`src/rtl/dbus_write_buffer_pkg.sv`:
```
// Shared types for the data-bus posted-write buffer: queued store entry and
// control FSM state encoding.
package dbus_write_buffer_pkg;

  // Entries carry the widest supported address; the top narrows it back to ADDR_WIDTH.
  localparam int unsigned WBUF_ADDR_MAX = 64;

  typedef logic [WBUF_ADDR_MAX-1:0] wbuf_addr_t;

  typedef struct packed {
    wbuf_addr_t  addr;
    logic [31:0] wrdata;
    logic [3:0]  be;
  } wbuf_entry_t;

  typedef enum logic [1:0] {
    IDLE,
    DRAIN,
    RD_REQ,
    RD_WAIT
  } wbuf_state_e;

endpackage

```
`src/rtl/wbuf_fifo.sv`:
```
// Circular store queue with naturally wrapping head/tail pointers; DEPTH must
// be a power of two.
module wbuf_fifo
  import dbus_write_buffer_pkg::*;
#(
  parameter int unsigned DEPTH = 8
) (
  input  logic                     clk,
  input  logic                     rst,
  input  logic                     push,
  input  wbuf_entry_t              push_data,
  input  logic                     pop,
  output wbuf_entry_t              head,
  output logic                     full,
  output logic                     empty,
  output logic [$clog2(DEPTH):0]   count
);

  localparam int unsigned PTR_W = $clog2(DEPTH);
  localparam int unsigned CNT_W = PTR_W + 1;

  wbuf_entry_t      mem [DEPTH];
  logic [PTR_W-1:0] head_ptr;
  logic [PTR_W-1:0] tail_ptr;
  logic             do_push;
  logic             do_pop;

  assign full    = (count == CNT_W'(DEPTH));
  assign empty   = (count == '0);
  assign do_push = push && !full;
  assign do_pop  = pop && !empty;
  assign head    = mem[head_ptr];

  always_ff @(posedge clk) begin
    if (do_push) begin
      mem[tail_ptr] <= push_data;
    end
  end

  always_ff @(posedge clk) begin
    if (rst) begin
      head_ptr <= '0;
      tail_ptr <= '0;
      count    <= '0;
    end else begin
      if (do_push) tail_ptr <= tail_ptr + 1'b1;
      if (do_pop)  head_ptr <= head_ptr + 1'b1;
      count <= count + CNT_W'(do_push) - CNT_W'(do_pop);
    end
  end

endmodule

```
`src/rtl/dbus_write_buffer.sv`:
```
// Posted-write buffer: stores retire in order from a FIFO; a load waits for
// all older stores to retire and then issues one blocking read.
module dbus_write_buffer
  import dbus_write_buffer_pkg::*;
#(
  parameter int unsigned DEPTH      = 8,
  parameter int unsigned ADDR_WIDTH = 32
) (
  input  logic                    clk,
  input  logic                    rst,
  input  logic                    cpu_req_valid,
  input  logic                    cpu_req_we,
  input  logic [ADDR_WIDTH-1:0]   cpu_req_addr,
  input  logic [31:0]             cpu_req_wrdata,
  input  logic [3:0]              cpu_req_be,
  output logic                    cpu_req_ready,
  output logic                    cpu_resp_valid,
  output logic [31:0]             cpu_resp_rddata,
  output logic                    mem_req_valid,
  output logic                    mem_req_we,
  output logic [ADDR_WIDTH-1:0]   mem_req_addr,
  output logic [31:0]             mem_req_wrdata,
  output logic [3:0]              mem_req_be,
  input  logic                    mem_req_ready,
  input  logic                    mem_resp_valid,
  input  logic [31:0]             mem_resp_rddata,
  output logic                    wbuf_empty,
  output logic [$clog2(DEPTH):0]  wbuf_count
);

  wbuf_state_e           state;
  logic [ADDR_WIDTH-1:0] rd_addr;
  wbuf_entry_t           push_entry;
  wbuf_entry_t           head;
  logic                  fifo_full;
  logic                  fifo_empty;
  logic                  push;
  logic                  pop;
  logic                  load_acc;

  wbuf_fifo #(
    .DEPTH (DEPTH)
  ) u_fifo (
    .clk       (clk),
    .rst       (rst),
    .push      (push),
    .push_data (push_entry),
    .pop       (pop),
    .head      (head),
    .full      (fifo_full),
    .empty     (fifo_empty),
    .count     (wbuf_count)
  );

  assign push_entry    = '{addr: wbuf_addr_t'(cpu_req_addr), wrdata: cpu_req_wrdata, be: cpu_req_be};
  assign cpu_req_ready = (state == IDLE) && (cpu_req_we ? !fifo_full : 1'b1);
  assign push          = cpu_req_valid && cpu_req_we && cpu_req_ready;
  assign load_acc      = cpu_req_valid && !cpu_req_we && (state == IDLE);
  assign wbuf_empty    = fifo_empty;

  // Request fields depend only on registered state and the FIFO head, so they
  // hold steady while the memory stalls.
  always_comb begin
    mem_req_valid  = 1'b0;
    mem_req_we     = 1'b0;
    mem_req_addr   = '0;
    mem_req_wrdata = '0;
    mem_req_be     = '0;
    pop            = 1'b0;
    if (state == RD_REQ) begin
      mem_req_valid = 1'b1;
      mem_req_addr  = rd_addr;
      mem_req_be    = 4'hf;
    end else if ((state == IDLE || state == DRAIN) && !fifo_empty) begin
      mem_req_valid  = 1'b1;
      mem_req_we     = 1'b1;
      mem_req_addr   = ADDR_WIDTH'(head.addr);
      mem_req_wrdata = head.wrdata;
      mem_req_be     = head.be;
      pop            = mem_req_ready;
    end
  end

  always_ff @(posedge clk) begin
    if (rst) begin
      state           <= IDLE;
      rd_addr         <= '0;
      cpu_resp_valid  <= 1'b0;
      cpu_resp_rddata <= '0;
    end else begin
      cpu_resp_valid <= 1'b0;
      case (state)
        IDLE: begin
          if (load_acc) begin
            rd_addr <= cpu_req_addr;
            state   <= fifo_empty ? RD_REQ : DRAIN;
          end
        end
        DRAIN: begin
          if (fifo_empty) state <= RD_REQ;
        end
        RD_REQ: begin
          if (mem_req_ready) state <= RD_WAIT;
        end
        RD_WAIT: begin
          if (mem_resp_valid) begin
            cpu_resp_valid  <= 1'b1;
            cpu_resp_rddata <= mem_resp_rddata;
            state           <= IDLE;
          end
        end
        default: state <= IDLE;
      endcase
    end
  end

endmodule

```
`config.mk`:
```
export PLATFORM = sky130hd
export DESIGN_NAME = dbus_write_buffer
export DESIGN_NICKNAME = d
export VERILOG_FILES = /design/src/rtl/dbus_write_buffer_pkg.sv /design/src/rtl/wbuf_fifo.sv /design/src/rtl/dbus_write_buffer.sv
export SDC_FILE = /design/constraint.sdc
export NUM_CORES = 1
export LEC_CHECK = 0
export CAP_MARGIN = 0
export CELL_PAD_IN_SITES_DETAIL_PLACEMENT = 0
export CELL_PAD_IN_SITES_GLOBAL_PLACEMENT = 1
export CORE_ASPECT_RATIO = 1.75
export CORE_MARGIN = 2
export CORE_UTILIZATION = 49
export DETAILED_ROUTE_END_ITERATION = 10
export GPL_TIMING_DRIVEN = 0
export PLACE_DENSITY = 0.85
export SLEW_MARGIN = 20
export SYNTH_ARGS = -nofsm -noshare
export SYNTH_HDL_FRONTEND = slang
export SYNTH_SLANG_ARGS = --single-unit
```
`constraint.sdc`:
```
create_clock -name clk -period 10.2 [get_ports clk]
set_input_delay 1.53 -clock clk [delete_from_list [all_inputs] [get_ports clk]]
set_output_delay 1.53 -clock clk [all_outputs]
set_load 0.02 [all_outputs]
```
==> out/metrics.yaml <==
r2r_slack_ns: 6.97
area_growth_pct: 22.6
hold_class: "flip-flop to flip-flop"
die_area_um2: 51000
place.gp.congestion: 0.802
slew_headroom_pct: 35.3
finalSetupViolations: 0
synth_cells: 1366
gr-total-overflow: 0
cts_resized: 0
p_leak_nw: 9.44
clockBufferDepth: 3
die_w_um: 172
antenna_left: 0
clk_pin_slew_ns: 0.07
tightest_slew_ns: 0.971
place_area_um2: 27800
rows: 107
ys_seq_elements: 624
syn_area_um2: 24100
synth_edf_count: 544
yosys-top-cells-area: "edfxtp_1, mux4_2, dfxtp_1"
drt_iter0_markers: 1019
crit_buf_inv: 3
endpoint_kind: "primary output"
reg2reg_from: "state[0]$_SDFFE_PP0P_"
path_delay_family: "buffers and inverters"
timing.final.crit_share_pct: 50.6
synth_nets: 1485
clock_latency_ns: 0.60
fin_skew_ns: 0.0249
path_class: "flip-flop to primary output"
fin_nets: 1820
ys.flop_type: "edfxtp_1"
max_cap_violations: 0
syn_avg_cell_area_um2: 17.6
post-route-min-period_ns: 5.16
synth_top_area_share_pct: 67.8
rsz0062_at_grt: "no"
vias_per_cell: 5.54
place_hpwl_um: 39900
synth-seq-area-share_pct: 74.4
fmaxAchievable_mhz: 194
drive_above_1_share_pct: 21.2
postRouteWirelength_um: 56600
crit_chain: "inv_1 -> ha_1 -> nor3b_2 -> or3_1 -> clkbuf_1 -> o31ai_1 -> clkdlybuf4s50_1"
worstSetupStartpointType: "flip-flop"
cts_root_buf: "clkbuf_16"
clock-sinks: 624
die_h_um: 297
drc_errors: 0
drtPass1Iterations: 5
crit_start: "u_fifo.count[2]$_SDFF_PP0_"
grt_max_degree: 21
vias: 13318
final_core_util_pct: 60.8
maxSlewViolCount: 0
start_util_pct: 49.6
tritoncts: "yes"
irDropWorstVdd_mv: 0.159
path_max_fanout: 10
postCtsHoldBufs: 0
worstHoldStart: "cpu_resp_rddata[5]$_SDFFE_PP0P_"
status: "completed"
cpPeakStageDelay_ns: 0.74
antenna_found_initial: 8
synth_top_area_cell: "edfxtp_1"
grt_pass1_vias: 13971
core-area_um2: 48600
required_ns: 8.67
synth_cell_types: 44
routedWlPerCell_um: 23.6
portBuffers: 213
stdcell_area_um2: 29500
critPathArrivalTime_ns: 3.63
cts_setup_buffers: 0
p_per_area_nw_per_um2: 242
htreeDepth: 2
async_flop_share_pct: 0
critPathSlowestCell: "clkdlybuf4s50_1"
hold_viol: 0
grt_use_total_pct: 22.6
grt_pass1_wl_um: 85100
ys_warn_count: 0
tritoncts.num_buffers: 53
num_io_pins: 215
## power by group
| part | leakage [nW] | total [mW] | switching [mW] | internal [mW] |
|---|---|---|---|---|
| logic | 3.04 | 2.24 | 1.22 | 1.02 |
| clock network | 0.846 | 2.00 | 0.891 | 1.11 |
| registers | 5.55 | 2.90 | 0.0357 | 2.87 |
| total | 9.44 | 7.14 | 2.14 | 4.99 |
## cell families after synthesis
kind of cell,after synthesis,share of synthesized area (%)
simple gates,279,4.71
flops,624,74.4
buf+inv,91,2.01
fa+ha+maj,13,0.706
mux,205,14.0
compound gates,149,3.91
xor+xnor,5,0.182
## registers in the layout (all words and copies together), names as in the netlist, named ones only
signal	count
state	2
rd_addr	32
cpu_resp_rddata	32
u_fifo.mem	544
cpu_resp_valid	1
u_fifo.head_ptr	3
u_fifo.tail_ptr	3
u_fifo.count	4
## stage by stage
stage                     setup WS, ns  power (mW)  hold slack (ns)  setup TNS [ns]  instances
after global routing              4.96        7.42            0.472               0       2402
final                             5.04        7.14            0.453               0       2402
after floorplan                   1.28        4.30            0.437               0       1366
after CTS                         5.03        7.21            0.455               0       2399
after detailed placement          5.59        5.23            0.446               0       2300
after global placement           -5.77        5.20            0.442        -1027.52       2233
## Yosys cell counts (6+ instances only)
cell type,n
a21oi_1,69
buf_2,16
buf_4,11
buf_6,11
clkbuf_1,39
dfxtp_1,80
edfxtp_1,544
ha_1,12
inv_1,12
mux2_2,64
mux2i_1,41
mux4_2,100
nand2_1,170
nand2b_1,9
nor2_1,79
o22ai_1,32
o31ai_1,26
o31ai_2,6
## cell type report
cell class,count,area [um^2]
repair buffers,280,2830
clock inverters,24,166
fillers,3508,19100
plain buffers,79,440
diodes,3,7.51
multi-input cells,651,5720
clock buffers,75,1570
flip-flops and latches,624,17900
inverters,12,45.0
well taps,654,818
## layer usage
layer | up-vias | track usage (%) | wire length [um]
met5 | - | 0 | 70
met1 | 6769 | 25.9 | 20200
li1 | 5973 | - | -
met4 | 10 | 8.78 | 2100
met3 | 121 | 3.42 | 2940
met2 | 445 | 41.6 | 31300
## final timing paths
| kind | endpoint | cells after the start |
|---|---|---|
| setup reg to reg | u_fifo.mem[7][55]$_DFFE_PP_ | 11 |
| hold reg to reg | cpu_resp_rddata[5]$_SDFFE_PP0P_ | 2 |
| hold / removal | cpu_resp_rddata[5]$_SDFFE_PP0P_ | 2 |
| setup / recovery | mem_req_addr[29] | 7 |
## layout by cell type (no fill, tap or decap), types with 2 or more instances in the layout
cell type        count
nor3_2               4
buf_1                2
inv_1               12
or2_2                2
nor2b_1              5
buf_2               25
clkinvlp_4           4
xnor2_1              4
buf_6               27
clkinv_1             8
clkbuf_8             8
edfxtp_1           544
clkbuf_16           57
a22oi_1              4
mux2_2              64
buf_12               6
nor2_1              76
nor2_4               3
mux4_2             100
buf_16               4
o211ai_1             4
buf_4               43
and2_1               2
clkbuf_1            49
a21oi_1             69
nand2_1            170
o31ai_1             26
o31ai_2              6
dfxtp_1             80
inv_6                2
ha_1                12
mux2i_1             41
clkdlybuf4s50_1    213
nand2b_1             9
clkinv_2             6
o22ai_1             32
clkinv_4             2
diode_2              3
## worst min-delay path, delay by kind of cell (launching register included)
family	cells	cell delay, ns
DFF	1	0.31
and+or+nand+nor	1	0.05
AOI/OAI and AO/OA	1	0.05
Note: power is estimated with default switching activity, not from simulation.
